--- src/rtl/time_keeper_ctrl.sv ---
`default_nettype none
// ============================================================================
//  Module   : time_keeper_ctrl
//  Purpose  : Alarm-clock time/alarm registers, 1 Hz divider, edit and ring FSM.
//  Revision : 1.0
// ============================================================================
module time_keeper_ctrl #(
    parameter int TICK_DIV = 100_000_000
) (
    input  logic       clk,
    input  logic       rst,
    input  logic       adjust,
    input  logic [4:0] en,
    input  logic       up,
    input  logic       down,
    input  logic       alarm_off,
    output logic [4:0] clk_hour,
    output logic [5:0] clk_min,
    output logic [5:0] clk_sec,
    output logic [4:0] alm_hour,
    output logic [5:0] alm_min,
    output logic       alarm_armed,
    output logic       alarm_ring,
    output logic       sec_tick
);

    localparam int             CW        = $clog2(TICK_DIV);
    localparam logic [CW-1:0]  c_cnt_max = CW'(TICK_DIV - 1);

    typedef enum logic [1:0] {
        S_RUN  = 2'd0,
        S_RING = 2'd1,
        S_ADJ  = 2'd2
    } state_t;

    state_t        r_state;
    logic [CW-1:0] r_cnt;
    logic [4:0]    r_hour;
    logic [5:0]    r_min;
    logic [5:0]    r_sec;
    logic [4:0]    r_ahour;
    logic [5:0]    r_amin;
    logic          r_armed;
    logic          r_ring;
    logic          r_stick;

    logic          w_tick;
    logic          w_sec_wrap;
    logic          w_min_wrap;
    logic [5:0]    w_sec_nxt;
    logic [5:0]    w_min_nxt;
    logic [4:0]    w_hour_nxt;
    logic          w_advance;
    logic          w_match;
    logic          w_edit;

    // Wrapping +/-1 on a single field; edits never carry.
    function automatic logic [5:0] f_step6(input logic [5:0] v, input logic [5:0] vmax,
                                           input logic inc);
        if (inc)
            return (v == vmax) ? 6'd0 : v + 6'd1;
        return (v == 6'd0) ? vmax : v - 6'd1;
    endfunction

    function automatic logic [4:0] f_step5(input logic [4:0] v, input logic [4:0] vmax,
                                           input logic inc);
        if (inc)
            return (v == vmax) ? 5'd0 : v + 5'd1;
        return (v == 5'd0) ? vmax : v - 5'd1;
    endfunction

    assign w_tick     = (r_cnt == c_cnt_max);
    assign w_sec_wrap = (r_sec == 6'd59);
    assign w_min_wrap = (r_min == 6'd59);
    assign w_sec_nxt  = w_sec_wrap ? 6'd0 : r_sec + 6'd1;
    assign w_min_nxt  = !w_sec_wrap ? r_min : (w_min_wrap ? 6'd0 : r_min + 6'd1);
    assign w_hour_nxt = !(w_sec_wrap && w_min_wrap) ? r_hour
                      : ((r_hour == 5'd23) ? 5'd0 : r_hour + 5'd1);

    // A tick coinciding with a rising adjust is dropped so time freezes on that edge.
    assign w_advance  = w_tick && !adjust && (r_state != S_ADJ);
    assign w_match    = w_advance && (r_state == S_RUN) && r_armed && w_sec_wrap
                      && (w_hour_nxt == r_ahour) && (w_min_nxt == r_amin);
    assign w_edit     = (r_state == S_ADJ) && (up ^ down) && !en[4] && $onehot(en[3:0]);

    always_ff @(posedge clk or negedge rst) begin
        if (!rst) begin
            r_state <= S_RUN;
            r_cnt   <= '0;
            r_hour  <= '0;
            r_min   <= '0;
            r_sec   <= '0;
            r_ahour <= '0;
            r_amin  <= '0;
            r_armed <= 1'b0;
            r_ring  <= 1'b0;
            r_stick <= 1'b0;
        end else begin
            r_cnt   <= w_tick ? '0 : r_cnt + CW'(1);
            r_stick <= w_tick;

            if (w_advance) begin
                r_sec  <= w_sec_nxt;
                r_min  <= w_min_nxt;
                r_hour <= w_hour_nxt;
            end

            if (w_edit) begin
                if (en[0]) begin
                    r_min <= f_step6(r_min, 6'd59, up);
                    r_sec <= 6'd0;
                end else if (en[1]) begin
                    r_hour <= f_step5(r_hour, 5'd23, up);
                    r_sec  <= 6'd0;
                end else if (en[2]) begin
                    r_amin  <= f_step6(r_amin, 6'd59, up);
                    r_armed <= 1'b1;
                end else begin
                    r_ahour <= f_step5(r_ahour, 5'd23, up);
                    r_armed <= 1'b1;
                end
            end

            if (adjust) begin
                r_state <= S_ADJ;
                r_ring  <= 1'b0;
            end else begin
                case (r_state)
                    S_RUN: begin
                        if (w_match && !alarm_off) begin
                            r_state <= S_RING;
                            r_ring  <= 1'b1;
                        end
                    end
                    S_RING: begin
                        // Ringing stops on silence or once the matched minute has passed.
                        if (alarm_off || (w_advance && w_sec_wrap)) begin
                            r_state <= S_RUN;
                            r_ring  <= 1'b0;
                        end
                    end
                    default: begin
                        r_state <= S_RUN;
                        r_ring  <= 1'b0;
                    end
                endcase
            end
        end
    end

    assign clk_hour    = r_hour;
    assign clk_min     = r_min;
    assign clk_sec     = r_sec;
    assign alm_hour    = r_ahour;
    assign alm_min     = r_amin;
    assign alarm_armed = r_armed;
    assign alarm_ring  = r_ring;
    assign sec_tick    = r_stick;

endmodule
`default_nettype wire

--- config.mk ---
export PLATFORM = sky130hd
export DESIGN_NAME = time_keeper_ctrl
export DESIGN_NICKNAME = d
export VERILOG_FILES = /design/src/rtl/time_keeper_ctrl.sv
export SDC_FILE = /design/constraint.sdc
export NUM_CORES = 1
export LEC_CHECK = 0
export ABC_AREA = 1
export CORE_MARGIN = 2
export CORE_UTILIZATION = 58
export DETAILED_ROUTE_END_ITERATION = 6
export PLACE_DENSITY = 0.81
export SYNTH_ARGS = -nofsm -noshare
export SYNTH_HDL_FRONTEND = slang
export SYNTH_SLANG_ARGS = --single-unit
--- constraint.sdc ---
create_clock -name clk -period 2.2 [get_ports clk]
set_input_delay 0.44 -clock clk [delete_from_list [all_inputs] [get_ports clk]]
set_output_delay 0.44 -clock clk [all_outputs]
set_load 0.01 [all_outputs]
==> results of run 1 <==
==> state kept, by name (all words and copies together), names as in the netlist <==
register / flops
alarm_armed: 1
alm_hour: 5
r_cnt: 27
sec_tick: 1
r_state: 2
alm_min: 6
clk_min: 6
clk_hour: 5
clk_sec: 6
==> cells in the final DEF (no fill, tap or decap), types with 3 or more instances in the layout <==
cell type,instances
a22oi_1,7
nor2_4,9
nor2_1,60
ha_1,12
clkinv_4,3
o21ai_1,10
inv_2,7
nand2_2,5
xnor2_1,3
inv_1,79
o21ai_0,22
a21oi_1,24
nor3_1,17
nand3_1,51
xor2_1,25
nand4_1,25
buf_4,25
nor2_2,4
a31oi_1,6
clkbuf_8,9
dfrtp_1,58
nand2_1,132
nand2_4,4
o211ai_1,4
clkdlybuf4s50_1,37
a21oi_2,8
==> timing repair <==
action                     4_1_cts  5_1_grt
gates resized for setup         20       19
buffers inserted                 1        7
setup endpoints to repair       29       26
cloned                           0        0
pin swaps                       11       14
hold endpoints to repair         0        0
==> worst paths after layout <==
| check | from | endpoint | cells after the start |
|---|---|---|---|
| worst max-delay path | en[1] | clk_sec[5]$_DFF_PN0_ | 14 |
| worst min-delay path | rst | r_cnt[4]$_DFF_PN0_ | 2 |
| worst max register to register | r_cnt[0]$_DFF_PN0_ | clk_sec[3]$_DFF_PN0_ | 14 |
| worst min register to register | r_cnt[0]$_DFF_PN0_ | r_cnt[0]$_DFF_PN0_ | 1 |
| max in group asynchronous | rst | clk_min[1]$_DFF_PN0_ | 2 |
| min in group clk | r_cnt[0]$_DFF_PN0_ | r_cnt[0]$_DFF_PN0_ | 1 |
==> layout make-up <==
type / count / area [µm²]
multi-input cells: 457 / 2620
fillers: 598 / 1880
flip-flops and latches: 59 / 1480
repair buffers: 68 / 626
inverters: 90 / 348
clock buffers: 9 / 124
well taps: 99 / 124
clock inverters: 7 / 100
==> stage by stage <==
stage | util (%) | instance area, µm² | setup TNS (ns)
final | 74.2 | 5410 | -0.275
after global routing | 74.2 | 5410 | -1.45
after CTS | 72.5 | 5290 | -0.207
after detailed placement | 69.0 | 5030 | -24.16
after global placement | 69.0 | 5030 | -22.68
after floorplan | - | 4430 | -3.15
==> power breakdown <==
| part | switching, µW | total [µW] | internal [µW] | leakage, µW |
|---|---|---|---|---|
| clock network | 505 | 1150 | 645 | 0.000114 |
| registers | 241 | 1460 | 1220 | 0.000743 |
| logic | 1010 | 1750 | 737 | 0.00173 |
==> metal layers <==
metal  global-route usage (%)  vias to the layer above  part of all wire (%)
li1                         -                     2178                     -
met1                     38.9                     2191                    40
met2                     49.9                      235                    49
met3                     5.73                       56                   7.6
met4                     10.5                        0                   3.0
met5                        0                        -                     0
==> logic make-up (layout without fill, tap and decap cells) <==
logic type / Yosys count / in the layout / synth area share [%]
AOI/OAI and AO/OA: 94 / 94 / 12.6
xor gates and xnor gates: 28 / 28 / 5.59
adders and majority gates: 16 / 16 / 4.73
buffers and inverters: 104 / 174 / 9.67
DFF: 59 / 59 / 33.7
and+or+nand+nor: 319 / 319 / 33.8
==> summary.md, run 1 <==
| Metric | Value |
|---|---|
| Worst Skew | 0.00987 ns |
| Initial Util | 60.2% |
| Worst path arrival time | 2.55 ns |
| Fin nets | a little over 700 |
| Failing checks | setup timing |
| Slew HR | 61.6% |
| Syn_nets | 647 |
| Drt pass-1 iters | 5 |
| Register area share after synthesis | 33.7% |
| CTS max path bufs | 2 |
| Routed vias/inst | 5.91 |
| Pwr dens | 805 nW/µm² |
| Worst Max-Slew Pin Slew | 0.571 ns |
| Max-slew violation count | 0 |
| Largest net degree at the start of global routing | 60 |
| Worst setup margin | -0.0673 ns |
| Yosys cell types | between 40 and 50 |
| Delay-heaviest family, CP | adder cells |
| # setup viols final | 9 |
| Die area | 8270 µm² |
| Vias in the first global route | 4254 |
| Iteration-0 DRC count of the detailed router | 371 |
| Syn avg cell area | slightly above 7 µm² |
| Crit share post-route | 103% |
| Largest cells by area after synthesis | dfrtp_1 34%, nand2_1 12%, inv_1 7.4%, nand3_1 5.8%, nor2_1 5.3% |
| CTS tree | yes |
| Max cap viols | 0 |
| CP cell instances | buf_8 > clkinvlp_4 > fa_1 > inv_2 > ha_4 > ha_4 > nor2_2 > nand3b_1 > nor2_4 > buf_4 > o21ai_1 > nand2_1 > buf_4 > a21oi_1 |
| Fraction of registers with async set/reset | 100% |
| Core area | about 7300 µm² |
| Clock Root Buffer | clkbuf_8 |
| Yosys warns | 0 |
| Critical path's slowest cell | fa_1 |
| Largest area contributor in the netlist | dfrtp_1 |
| Syn Std Cell Area | around 4400 µm² |
| # DRC | 0 |
| Clock transition at the registers of the reported paths | 0.08 ns |
| DR vias | about 4700 |
| Power, Total | 4360 µW |
| Crit path launch type | input pin |
| First-pass GRT wire length | 20.0 mm |
| Core Rows | 31 |
| Tot GR Track Use | 29.9% |
| R2R Setup Slk | 0.15 ns |
| H-tree levels | 3 |
| Required time of the critical path | approximately 2.5 ns |
| Hold Slack | between 0.07 and 0.08 ns |
| Worst min-delay path class | input pin to asynchronous set/reset pin |
| Routed len/inst | 15.7 µm |
| Setup WS pre-CTS | -0.971 ns |
| Critical path class | input pin to register |
| Post-layout min period | 2.27 ns |
| # hold bufs at CTS | 0 |
| Worst skew pair latency | 0.36 ns |
| CP max stage delay | around 0.52 ns |
| Most frequently used flop master after synthesis | dfrtp_1 |
| Crit path capture type | register |
| RePlAce Congestion | 0.926 |
| Share of cells above drive strength 1 | approximately 15% |
| Final Hold Vio Count | 0 |
| Non-Filler Instances | 789 |
| Fmax | around 440 MHz |
| Die W | 91.0 µm |
| Die Ht | 91.0 µm |
| Count leader, synth | nand2_1 |
| RSZ-0062 raised after global routing | true |
| Commonest cells in the netlist | 135 x nand2_1, 86 x inv_1, 62 x nor2_1, 59 x dfrtp_1, 51 x nand3_1 |
| Post-synth EDFFs | 0 |
| Number of instances in the placed design | 765 |
| Antenna diodes | 0 |
| Static leakage | 0.00259 µW |
| WL final | 12.4 mm |
| ANT nets after route | 0 |
| Crit Path Max Fanout | 4 |
| Total global routing overflow | 0 |
| #FFs+latches synth | 59 |
| WP buf/inv | 5 |
| DP Wirelength | 8.82 mm |
| Outcome | finished, violations left |
| Peak supply drop | 0.000486 V |
| Num Clock Sinks | 59 |
| Syn Inst Count | 620 |
| Initial antenna violation count | 0 |
| Num ports | 42 |
| Layout area overhead | 23.4% |
| IO buf count | 41 |
| Post-synth top area share | 33.7% |
| CTS Buf Count | 9 |
No activity file was read; power rests on OpenSTA's default activity.
==> run 2: changes to the inputs <==
--- a/config.mk
+++ b/config.mk
@@ -6,7 +6,6 @@
 export NUM_CORES = 1
 export LEC_CHECK = 0
 export ABC_AREA = 1
-export CORE_MARGIN = 2
 export CORE_UTILIZATION = 58
 export DETAILED_ROUTE_END_ITERATION = 6
 export PLACE_DENSITY = 0.81
==> summary.md, run 2 (synthesis results as in run 1) <==
| Metric | Value |
|---|---|
| Outcome | finished, violations left (unchanged) |
| Failing checks | setup timing (unchanged) |
| Most common cell after layout, fill and taps aside | nand2_1 (unchanged) |
| ANT nets after route | 0 (unchanged) |
| Fin nets | 708 (was 712) |
| Power, Total | 4290 µW (was 4360 µW) |
| Max reg flops | 27 (unchanged) |
| Vias in the first global route | 4227 (was 4254) |
| Slew HR | 62.3% (was 61.6%) |
| # DRC | 0 (unchanged) |
| Clock transition at the registers of the reported paths | 0.07 ns (was 0.08 ns) |
| Crit path launch type | input pin (unchanged) |
| Worst Max-Slew Pin Slew | 0.561 ns (was 0.571 ns) |
| Pwr dens | 791 nW/µm² (was 805 nW/µm²) |
| Static leakage | 0.00258 µW (was 0.00259 µW) |
| Peak supply drop | 0.000566 V (was 0.000486 V) |
| DR vias | 4559 (was 4660) |
| Fmax | 427 MHz (was 441 MHz) |
| Tot GR Track Use | 31.4% (was 29.9%) |
| Share of cells above drive strength 1 | 15.0% (was 14.8%) |
| Total global routing overflow | 0 (unchanged) |
| Worst path arrival time | 2.57 ns (was 2.55 ns) |
| Drt pass-1 iters | 7 (was 5) |
| CTS Buf Count | 9 (unchanged) |
| Antenna diodes | 0 (unchanged) |
| Core Rows | 31 (unchanged) |
| RePlAce Congestion | 0.896 (was 0.926) |
| Initial Util | 60.2% (unchanged) |
| Area of the multi-input gates | 2650 µm² (was 2620 µm²) |
| Max-slew violation count | 0 (unchanged) |
| Die area | 7910 µm² (was 8270 µm²) |
| Iteration-0 DRC count of the detailed router | 440 (was 371) |
| CTS tree | yes (unchanged) |
| Routed vias/inst | 5.81 (was 5.91) |
| Initial antenna violation count | 0 (unchanged) |
| Fillers | 585 (was 598) |
| RSZ-0062 raised after global routing | true (unchanged) |
| Num Clock Sinks | 59 (unchanged) |
| Worst setup margin | -0.140 ns (was -0.0673 ns) |
| Die W | 89.0 µm (was 91.0 µm) |
| Crit share post-route | 106% (was 103%) |
| Crit path capture type | register (unchanged) |
| Worst min-delay path class | input pin to asynchronous set/reset pin (unchanged) |
| DP Wirelength | 8.49 mm (was 8.82 mm) |
| Final Hold Vio Count | 0 (unchanged) |
| Critical path class | input pin to register (unchanged) |
| Worst Skew | 0.00767 ns (was 0.00987 ns) |
| Required time of the critical path | 2.43 ns (was 2.49 ns) |
| IO buf count | 41 (unchanged) |
| Setup WS pre-CTS | -1.03 ns (was -0.971 ns) |
| CTS max path bufs | 2 (unchanged) |
| H-tree levels | 3 (unchanged) |
| Post-layout min period | 2.34 ns (was 2.27 ns) |
| Sequential cell area | 1480 µm² (about the same) |
| WL final | 12.0 mm (was 12.4 mm) |
| Routed len/inst | 15.3 µm (was 15.7 µm) |
| # setup viols final | 13 (was 9) |
| Most frequent cells in the layout | 130 x nand2_1, 78 x inv_1, 60 x nor2_1, 56 x dfrtp_1, 51 x nand3_1 (was 132 x nand2_1, 79 x inv_1, 60 x nor2_1, 58 x dfrtp_1, 51 x nand3_1) |
| Worst skew pair latency | 0.35 ns (was 0.36 ns) |
| Largest net degree at the start of global routing | 60 (unchanged) |
| Die Ht | 89.0 µm (was 91.0 µm) |
| # hold bufs at CTS | 0 (unchanged) |
| Max cap viols | 0 (unchanged) |
| Num ports | 42 (unchanged) |
| Clock Root Buffer | clkbuf_8 (unchanged) |
| Reg with most FFs | r_cnt (unchanged) |
| Crit Path Max Fanout | 4 (unchanged) |
| Core area | 7290 µm² (unchanged) |
| First-pass GRT wire length | 18.9 mm (was 20.0 mm) |
| Core Util, Final | 74.4% (was 74.2%) |
| Layout area overhead | 23.7% (was 23.4%) |
==> run 2: cell types whose count changed in the layout (fill, tap and decap cells not counted), sizes merged <==
cell | before | now
buf | 31 | 26
clkinvlp | 1 | 3
nand2 | 142 | 143
clkinv | 6 | 3
clkbuf | 9 | 10
==> run 2: layout make-up <==
class	instances	share of cell area [%]
clock inverter	6	1.64
tap	99	2.28
multi-input combinational	458	48.8
inverter	90	6.46
timing repair buffer	63	11.2
clock buffer	10	2.35
sequential	59	27.3
==> run 2: final timing paths <==
check	startpoint	to	slack, ns	depth (start not counted)
hold reg to reg	r_cnt[0]$_DFF_PN0_	r_cnt[0]$_DFF_PN0_	0.49	1
max in group asynchronous	rst	clk_min[1]$_DFF_PN0_	1.83	2
hold / removal	rst	r_cnt[8]$_DFF_PN0_	0.09	2
min in group clk	r_cnt[0]$_DFF_PN0_	r_cnt[0]$_DFF_PN0_	0.49	1
setup reg to reg	r_cnt[0]$_DFF_PN0_	r_state[0]$_DFFE_PN0P_	0.14	11
setup / recovery	en[1]	alm_hour[1]$_DFFE_PN0P_	-0.14	15
==> run 2: per-layer routing <==
metal,routed length (µm),global-route usage [%],vias up
li1,-,-,2174
met1,4860,38.4,2119
met2,5920,54.5,224
met3,849,6.09,42
met4,341,13.1,0
met5,0,0,-
==> run 2: per-stage QoR <==
| step | TNS, ns | hold WS, ns | instances | area [µm²] |
|---|---|---|---|---|
| finish | -0.904 | 0.0894 | 785 | 5430 |
| global route | -2.65 | 0.120 | 785 | 5430 |
| CTS | -0.336 | 0.105 | 782 | 5330 |
| detailed placement | -24.88 | 0.473 | 764 | 5030 |
| global placement | -22.36 | 0.470 | 764 | 5030 |
| floorplan | -3.15 | 0.144 | 620 | 4430 |
==> run 2: critical path: stages <==
cell and delay (ns):
buf_8 0.08, clkinvlp_4 0.08, fa_1 0.49, inv_2 0.04, ha_4 0.15, ha_4 0.23
nor2_2 0.10, nand3b_1 0.12, nor2_4 0.17, nand2_4 0.09, nor3_4 0.24, inv_2 0.09
buf_6 0.14, nand2_2 0.04, o21ai_1 0.06
==> run 2: power breakdown <==
part | internal [µW] | total (µW) | switching (µW) | leakage (µW)
Combinational | 751 | 1730 | 975 | 0.00174
Sequential | 1220 | 1470 | 242 | 0.000739
Clock | 639 | 1100 | 461 | 0.000103
Total | 2610 | 4290 | 1680 | 0.00258
==> run 2: what timing repair did <==
action	CTS	global route
buffers inserted	2	2
endpoints found under the setup margin	29	27
pin swaps	10	10
gates cloned	0	1
hold endpoints to repair	0	0
gates resized for setup	28	21
==> run 3: changes to the inputs <==
--- a/config.mk
+++ b/config.mk
@@ -6,6 +6,7 @@
 export NUM_CORES = 1
 export LEC_CHECK = 0
 export ABC_AREA = 1
+export CORE_MARGIN = 2
 export CORE_UTILIZATION = 58
 export DETAILED_ROUTE_END_ITERATION = 6
 export PLACE_DENSITY = 0.81
==> results of run 3 <==
The final DEF is identical to that of run 1; final timing and power are the same.
